### config.mk
export PLATFORM = sky130hd
export DESIGN_NAME = uart_rx
export DESIGN_NICKNAME = d
export VERILOG_FILES = /design/src/rtl/uart_rx.sv
export SDC_FILE = /design/constraint.sdc
export NUM_CORES = 1
export LEC_CHECK = 0
export ABC_CLOCK_PERIOD_IN_PS = 2400
export BUFFER_PORTS_ARGS = -buffer_cell sky130_fd_sc_hd__buf_2
export CAP_MARGIN = 5
export CORE_ASPECT_RATIO = 1.2
export CORE_MARGIN = 1.5
export CORE_UTILIZATION = 55
export DETAILED_ROUTE_END_ITERATION = 7
export GPL_TIMING_DRIVEN = 0
export HOLD_SLACK_MARGIN = 0.08
export PLACE_DENSITY = 0.77
export SLEW_MARGIN = 25
export SYNTH_ARGS = -nofsm -noshare
export SYNTH_HDL_FRONTEND = slang
export SYNTH_SLANG_ARGS = --single-unit
### constraint.sdc
create_clock -name clk -period 2.4 [get_ports clk]
set_clock_uncertainty 0.2 [all_clocks]
set_input_delay 0.36 -clock clk [delete_from_list [all_inputs] [get_ports clk]]
set_output_delay 0.36 -clock clk [all_outputs]
set_load 0.03 [all_outputs]
### src/rtl/uart_rx.sv
// -----------------------------------------------------------------------------
// uart_rx -- oversampling asynchronous serial receiver (8N1 by default).
//
// The serial line is double-flopped into the clk domain, and the baud
// generator's toggling rx_tick is edge-detected into a one-cycle tick. Each
// bit period is OVERSAMPLE ticks. The start bit is re-checked half a bit
// after its falling edge. After that, every OVERSAMPLE ticks lands close to
// the middle of the next data or stop bit.
//
// Ports
//   clk          system clock, all state changes on its rising edge
//   rst          synchronous active-high reset
//   rx_tick      oversample timebase; every level change is one tick
//   rx           asynchronous serial input, idles high
//   rx_data      last received word (DATA_BITS wide)
//   rx_valid     rx_data holds a word the consumer has not yet taken
//   rx_ready     consumer takes rx_data in this cycle
//   frame_err    one-cycle pulse: stop bit sampled low
//   overrun_err  one-cycle pulse: a completed word was dropped
//   state_dbg    current FSM state (IDLE=0 START=1 DATA=2 STOP=3 WAIT_HIGH=4)
//
// Handshake (rx_valid / rx_ready): a word is transferred on every rising clk
// edge where rx_valid and rx_ready are both 1. While rx_valid is 1, rx_data
// holds steady until that transfer. The one exception is a new word that
// completes in the transfer cycle: that word replaces the old one and
// rx_valid stays 1. rx_ready has no effect while rx_valid is 0. If a word
// completes while rx_valid is 1 and rx_ready is 0, the new word is dropped
// and overrun_err pulses.
// -----------------------------------------------------------------------------
module uart_rx #(
    parameter int DATA_BITS  = 8,
    parameter int OVERSAMPLE = 16
) (
    input  logic                 clk,
    input  logic                 rst,
    input  logic                 rx_tick,
    input  logic                 rx,
    output logic [DATA_BITS-1:0] rx_data,
    output logic                 rx_valid,
    input  logic                 rx_ready,
    output logic                 frame_err,
    output logic                 overrun_err,
    output logic [2:0]           state_dbg
);

    localparam int CNT_W = (OVERSAMPLE > 1) ? $clog2(OVERSAMPLE) : 1;
    localparam int BIT_W = (DATA_BITS > 1) ? $clog2(DATA_BITS) : 1;

    localparam logic [CNT_W-1:0] CNT_HALF = CNT_W'(OVERSAMPLE / 2 - 1);
    localparam logic [CNT_W-1:0] CNT_LAST = CNT_W'(OVERSAMPLE - 1);
    localparam logic [CNT_W-1:0] CNT_ONE  = CNT_W'(1);
    localparam logic [BIT_W-1:0] BIT_LAST = BIT_W'(DATA_BITS - 1);
    localparam logic [BIT_W-1:0] BIT_ONE  = BIT_W'(1);

    localparam logic [2:0] S_IDLE      = 3'd0;
    localparam logic [2:0] S_START     = 3'd1;
    localparam logic [2:0] S_DATA      = 3'd2;
    localparam logic [2:0] S_STOP      = 3'd3;
    localparam logic [2:0] S_WAIT_HIGH = 3'd4;

    // ------------------------------------------------------------------
    // Line synchronizer. It resets to the idle level so that leaving reset
    // can never look like a start bit.
    // ------------------------------------------------------------------
    logic rx_meta;
    logic rx_s;

    always_ff @(posedge clk) begin
        if (rst) begin
            rx_meta <= 1'b1;
            rx_s    <= 1'b1;
        end else begin
            rx_meta <= rx;
            rx_s    <= rx_meta;
        end
    end

    // ------------------------------------------------------------------
    // Tick extraction. The baud generator toggles rx_tick once per
    // oversample period, so any difference from the last value is one tick.
    // ------------------------------------------------------------------
    logic tick_prev;
    logic tick;

    always_ff @(posedge clk) begin
        if (rst) begin
            tick_prev <= 1'b0;
        end else begin
            tick_prev <= rx_tick;
        end
    end

    assign tick = rx_tick ^ tick_prev;

    // ------------------------------------------------------------------
    // Receive FSM state.
    // ------------------------------------------------------------------
    logic [2:0]           state;
    logic [2:0]           state_n;
    logic [CNT_W-1:0]     cnt;
    logic [CNT_W-1:0]     cnt_n;
    logic [BIT_W-1:0]     bit_idx;
    logic [BIT_W-1:0]     bit_idx_n;
    logic [DATA_BITS-1:0] shift_reg;
    logic [DATA_BITS-1:0] shift_n;
    logic [DATA_BITS:0]   shift_cat;
    logic                 stop_ok;
    logic                 stop_bad;

    // Bits arrive LSB first. Each new sample enters at the top and moves
    // down, so the first bit ends in bit 0 after DATA_BITS samples.
    assign shift_cat = {rx_s, shift_reg};

    always_comb begin
        state_n   = state;
        cnt_n     = cnt;
        bit_idx_n = bit_idx;
        shift_n   = shift_reg;
        stop_ok   = 1'b0;
        stop_bad  = 1'b0;

        if (tick) begin
            case (state)
                S_IDLE: begin
                    if (!rx_s) begin
                        cnt_n   = '0;
                        state_n = S_START;
                    end
                end

                S_START: begin
                    if (cnt == CNT_HALF) begin
                        if (!rx_s) begin
                            cnt_n     = '0;
                            bit_idx_n = '0;
                            state_n   = S_DATA;
                        end else begin
                            // The line went high again: a glitch, not a
                            // start bit.
                            state_n = S_IDLE;
                        end
                    end else begin
                        cnt_n = cnt + CNT_ONE;
                    end
                end

                S_DATA: begin
                    if (cnt == CNT_LAST) begin
                        shift_n   = shift_cat[DATA_BITS:1];
                        cnt_n     = '0;
                        bit_idx_n = bit_idx + BIT_ONE;
                        if (bit_idx == BIT_LAST) begin
                            state_n = S_STOP;
                        end
                    end else begin
                        cnt_n = cnt + CNT_ONE;
                    end
                end

                S_STOP: begin
                    if (cnt == CNT_LAST) begin
                        cnt_n = '0;
                        if (rx_s) begin
                            stop_ok = 1'b1;
                            state_n = S_IDLE;
                        end else begin
                            // A low stop bit means a framing error or a break.
                            // Wait for the line to go high so one long break
                            // raises only one error.
                            stop_bad = 1'b1;
                            state_n  = S_WAIT_HIGH;
                        end
                    end else begin
                        cnt_n = cnt + CNT_ONE;
                    end
                end

                S_WAIT_HIGH: begin
                    if (rx_s) begin
                        state_n = S_IDLE;
                    end
                end

                default: begin
                    state_n = S_IDLE;
                end
            endcase
        end
    end

    always_ff @(posedge clk) begin
        if (rst) begin
            state     <= S_IDLE;
            cnt       <= '0;
            bit_idx   <= '0;
            shift_reg <= '0;
        end else begin
            state     <= state_n;
            cnt       <= cnt_n;
            bit_idx   <= bit_idx_n;
            shift_reg <= shift_n;
        end
    end

    assign state_dbg = state;

    // ------------------------------------------------------------------
    // Output holding register and error pulses.
    // ------------------------------------------------------------------
    always_ff @(posedge clk) begin
        if (rst) begin
            rx_data     <= '0;
            rx_valid    <= 1'b0;
            frame_err   <= 1'b0;
            overrun_err <= 1'b0;
        end else begin
            frame_err   <= stop_bad;
            overrun_err <= 1'b0;
            if (stop_ok) begin
                // The holding register is free when it is empty or is being
                // emptied in this same cycle.
                if (!rx_valid || rx_ready) begin
                    rx_data  <= shift_reg;
                    rx_valid <= 1'b1;
                end else begin
                    overrun_err <= 1'b1;
                end
            end else if (rx_valid && rx_ready) begin
                rx_valid <= 1'b0;
            end
        end
    end

endmodule

**Word-level counts from Yosys, hierarchy flattened**

Cells that the tools add are included.

- Bits in registers: 32
- Bits of input ports: 5
- Output and inout port bits: 14
- Logic and storage cells: 75

- Add/subtract/negate cells: 2
- Equality and inequality tests: 15
- Mux-type cells: 26
- Bitwise gates (word level): 5
- Reduce and logical (&&, ||, !) cells: 16

Operators by type and width:

| operator | count |
|---|---|
| $mux W3 | 10 |
| $pmux W3 S5 | 1 |
| $ne A2 B2 Y1 const B | 7 |
| $mux W4 | 3 |
| $pmux W4 S3 | 1 |
| $mux W1 | 9 |
| $reduce_and A7 Y1 | 1 |
| $eq A3 B2 Y1 const B | 2 |
| $eq A3 B3 Y1 const B | 2 |
| $pmux W3 S2 | 1 |
| $reduce_and A2 Y1 | 3 |
| $reduce_and A5 Y1 | 1 |
| $add A4 B1 Y4 const B | 1 |
| $eq A4 B3 Y1 const B | 1 |
| $eq A4 B4 Y1 const B | 1 |
| $not A1 Y1 | 4 |
| $reduce_bool A2 Y1 | 2 |
| $reduce_or A2 Y1 | 2 |
| $reduce_or A4 Y1 | 1 |
| $add A3 B1 Y3 const B | 1 |
| $eq A3 B1 Y1 const B | 1 |
| $logic_not A3 Y1 | 1 |
| $reduce_and A3 Y1 | 1 |
| $reduce_bool A3 Y1 | 1 |
| other kinds (6) | 6 |

**Depth between registers and ports, before layout**

- Word-level depth: 6
- Depth in mapped cells: 6
- Gate-level depth less buffers: 6

**Worst setup path before layout**

No wires, ideal clock.

- Path type: reg-to-reg
- Start: register state[0], in the netlist state_dbg[0]
- End: register rx_data[5]
- Library setup time: 0.128 ns
- Data arrival time: 1.640 ns
- Data required time: 2.072 ns
- Path slack: 0.432 ns
- Stages on the path, launching flop included: 7
- Path buffers: 2
- Clock period less this slack: 1.968 ns
- Cells stage by stage: dfxtp_1 > buf_2 > nand3b_1 > nor4b_1 > buf_2 > mux2i_1 > nor2_1

- Cells in the longest elaborated chain, start to end: 4

Ends and longest elaborated chain:

| what | RTL line | source |
|---|---|---|
| from (decl) | 98 | `logic [2:0] state;` |
| from (signal assigned) | 198 | `state <= state_n;` |
| $eq A3 B2 Y1 | 123 | `case (state)` |
| $mux W1 | 123 |  |
| $mux W1 | 122 | `if (tick) begin` |
| $reduce_and A2 Y1 (no line) | - |  |
| to (signal assigned) | 223 | `rx_data <= shift_reg;` |
| to (decl) | 38 | `output logic [DATA_BITS-1:0] rx_data,` |

Every way passes these cells.
A chain may end at the register's enable or synchronous reset.

**Worst setup path in the final report**

- Start: input rx_tick
- End: register shift_reg[3]

- Cells in the longest elaborated chain, start to end: 2

Ends and longest elaborated chain:

| what | RTL line | source |
|---|---|---|
| from (decl) | 36 | `input logic rx_tick,` |
| $xor A1 B1 Y1 | 93 | `assign tick = rx_tick ^ tick_prev;` |
| $reduce_and A3 Y1 (no line) | - |  |
| to (signal assigned) | 201 | `shift_reg <= shift_n;` |
| to (decl) | 104 | `logic [DATA_BITS-1:0] shift_reg;` |

Every way passes these cells.

==> metrics.cfg <==
[finish]
final_area_mm2 = 0.00158
diodes = 0
syn_to_final_growth_pct = 15.1
final_nets = 177
drive_gt1_share_pct = 22.9
final_util_pct = 68.0

[clock_tree]
cts.sinks = 32
clockBufferDepth = 2
tritoncts = done
cts_root_buf = clkbuf_4
cts_made_buffers = 5
clk_pin_slew_ns = 0.10
postCtsSetupBuffers = 0
h-tree-depth = 2
insertion_delay_ns = 0.34

[yosys]
post_synth_num_cell_types = 32
ys_seq_elements = 32
synthTopCellsByArea = dfxtp_1 47%, mux2i_1 12%, nor2_1 6.3%
postSynthCellCount = 142
syn_nets = 150
synth_area_leader_cell = dfxtp_1
post_synth.cell_area_avg_um2 = 9.69
ys_warn_count = 0
syn_area_mm2 = 0.00138
ys_seq_area_share_pct = 46.5
synth_top_area_share_pct = 46.5

[sta]
fmax_mhz = 444
finalSetupTns_ns = 0
max_slew.worst_pin.slew_ns = 0.678
finalCriticalPeriod_ns = 2.25
slew_viol_final = 0
setup_viol = 0
setup_ws_ns = 0.147
final_hold_viol_count = 0
max_slew_margin_pct = 54.5
period_share_pct = 93.9
rsz0062_at_grt = no

[power_and_ir_drop]
powerDensity_mw_per_mm2 = 556
ir_worst_vdd_v = 0.000507
p_leak_uw = 0.000610
finalPower_uw = 881

[run_status]
status = finished, final reports clean

[placement]
place_ws_ns = 0.254
dpl_cell_area_mm2 = 0.00151
dp_hpwl_um = 1820
io_buffers = 18
gp_congestion = 0.887

[global_route]
grt_start_max_net_pins = 12
grt_overflow = 0
grt_use_total_pct = 20.3
grt_pass1_vias = 974
antenna_found_initial = 0
grt_first_pass_wirelength_um = 4310

[detailed_routing]
drc_errors = 0
wire_per_inst_um = 12.4
drtIter0Drc = 16
final_antenna_net_count = 0
vias = 1085
drt_pass1_iterations = 4
drt_wl_total_um = 2490
viasPerCell = 5.40

[setup_path]
cp-start-kind = primary input
max_stage_delay_ns = 0.56
worst_ep_required_time_ns = 2.43
cpMaxStageDelayCell = nor4_4
critPathMaxFanout = 10
worstSetupPathType = primary input to flop
arrival_ns = 2.28
crit_family = buffers and inverters
crit_path_end_kind = flop
path_cells = dlygate4sd3_1, buf_2, xnor2_1, clkbuf_1, nor4_4, mux2i_1, nor2_1
crit_buf_inv = 3

[floorplanning]
fp-row-count = 19
die-area_mm2 = 0.00281
die_y_um = 57.8
core-area_mm2 = 0.00233
die-width_um = 48.7
start_util_pct = 59.1
ioPinCount = 19

[flow_run]
cap_viol_max_count = 0

[worst_hold_path]
min_path_type = primary input to flop

## layer usage
metal / wire length [um] / track usage (%)
met1: 1090 / 23.9
met2: 1230 / 32.5
met3: 113 / 7.73
met4: 54 / 10.2
met5: 0 / 0
## metrics by stage
stage,instances,hold WS (ns)
CTS,201,0.103
floorplan,142,0.189
global route,201,0.146
detailed placement,191,0.204
finish,201,0.119
global placement,191,0.195
## repair_timing
item / in CTS / in global routing
setup endpoints to repair: 0 / 4
resized for setup: 0 / 1
hold buffers: 2 / 0
hold endpoints to repair: 2 / 0
## cell families after synthesis
logic type | after synthesis | share of synthesized area, %
buffers and inverters | 9 | 2.82
muxes | 17 | 12.5
and+or+nand+nor | 53 | 22.6
DFF | 32 | 46.5
AOI/OAI and AO/OA | 25 | 10.9
xor gates and xnor gates | 3 | 1.91
adders and majority gates | 3 | 2.73
## final timing paths
path                                from           end  slack [ns]  cells after the start
worst max-delay path             rx_tick  shift_reg[3]        0.15                      7
worst min-delay path            rx_ready   overrun_err        0.12                      3
worst max register to register    cnt[1]  shift_reg[3]        0.26                      5
worst min register to register   rx_meta          rx_s        0.22                      1
## worst min-delay path, delay by kind of cell
family                 cells  cell delay (ns)
buffers and inverters      1             0.07
and+or+nand+nor            2             0.18
## synthesized netlist by cell type
master	count
o21bai_1	1
and2_1	2
nand2_1	2
or3_1	2
nand3b_1	2
nor2b_1	2
or3b_2	1
ha_1	3
or4_1	1
nor2_1	23
buf_2	4
xnor2_1	3
a221oi_1	2
inv_1	1
or4b_1	2
mux2i_1	16
a21oi_1	9
mux2_2	1
or4b_2	1
or2_2	4
a22o_1	2
nand4_4	1
nor3_1	2
nor4_4	1
dfxtp_1	32
a31oi_1	2
clkbuf_1	4
o31ai_1	2
nor4b_1	1
o21ai_0	7
nand3_1	4
nand2b_1	2
## layout by cell type (no fill, tap or decap), types with 3 or more instances in the layout
cell type	n
nand3_1	4
a21oi_1	9
o21ai_0	7
clkbuf_1	4
nor2_1	23
mux2i_1	16
dfxtp_1	32
buf_2	21
clkbuf_4	6
or2_2	4
ha_1	3
xnor2_1	3
## area by class of cell
type,instances,area (um2)
plain buffers,8,37.5
fillers,207,746
repair buffers,20,110
clock inverters,3,18.8
well taps,31,38.8
inverters,1,3.75
flip-flops and latches,32,641
multi-input cells,101,697
clock buffers,5,37.5
## where the power goes
| group | switching (uW) | internal, uW | total, uW | leakage, uW |
|---|---|---|---|---|
| sequential | 2.86 | 534 | 537 | 0.000258 |
| clock | 189 | 112 | 301 | 0.0000349 |
| combinational | 27.9 | 15.9 | 43.7 | 0.000317 |
| total | 219 | 662 | 881 | 0.000610 |
Note: power is estimated with default switching activity, not from simulation.
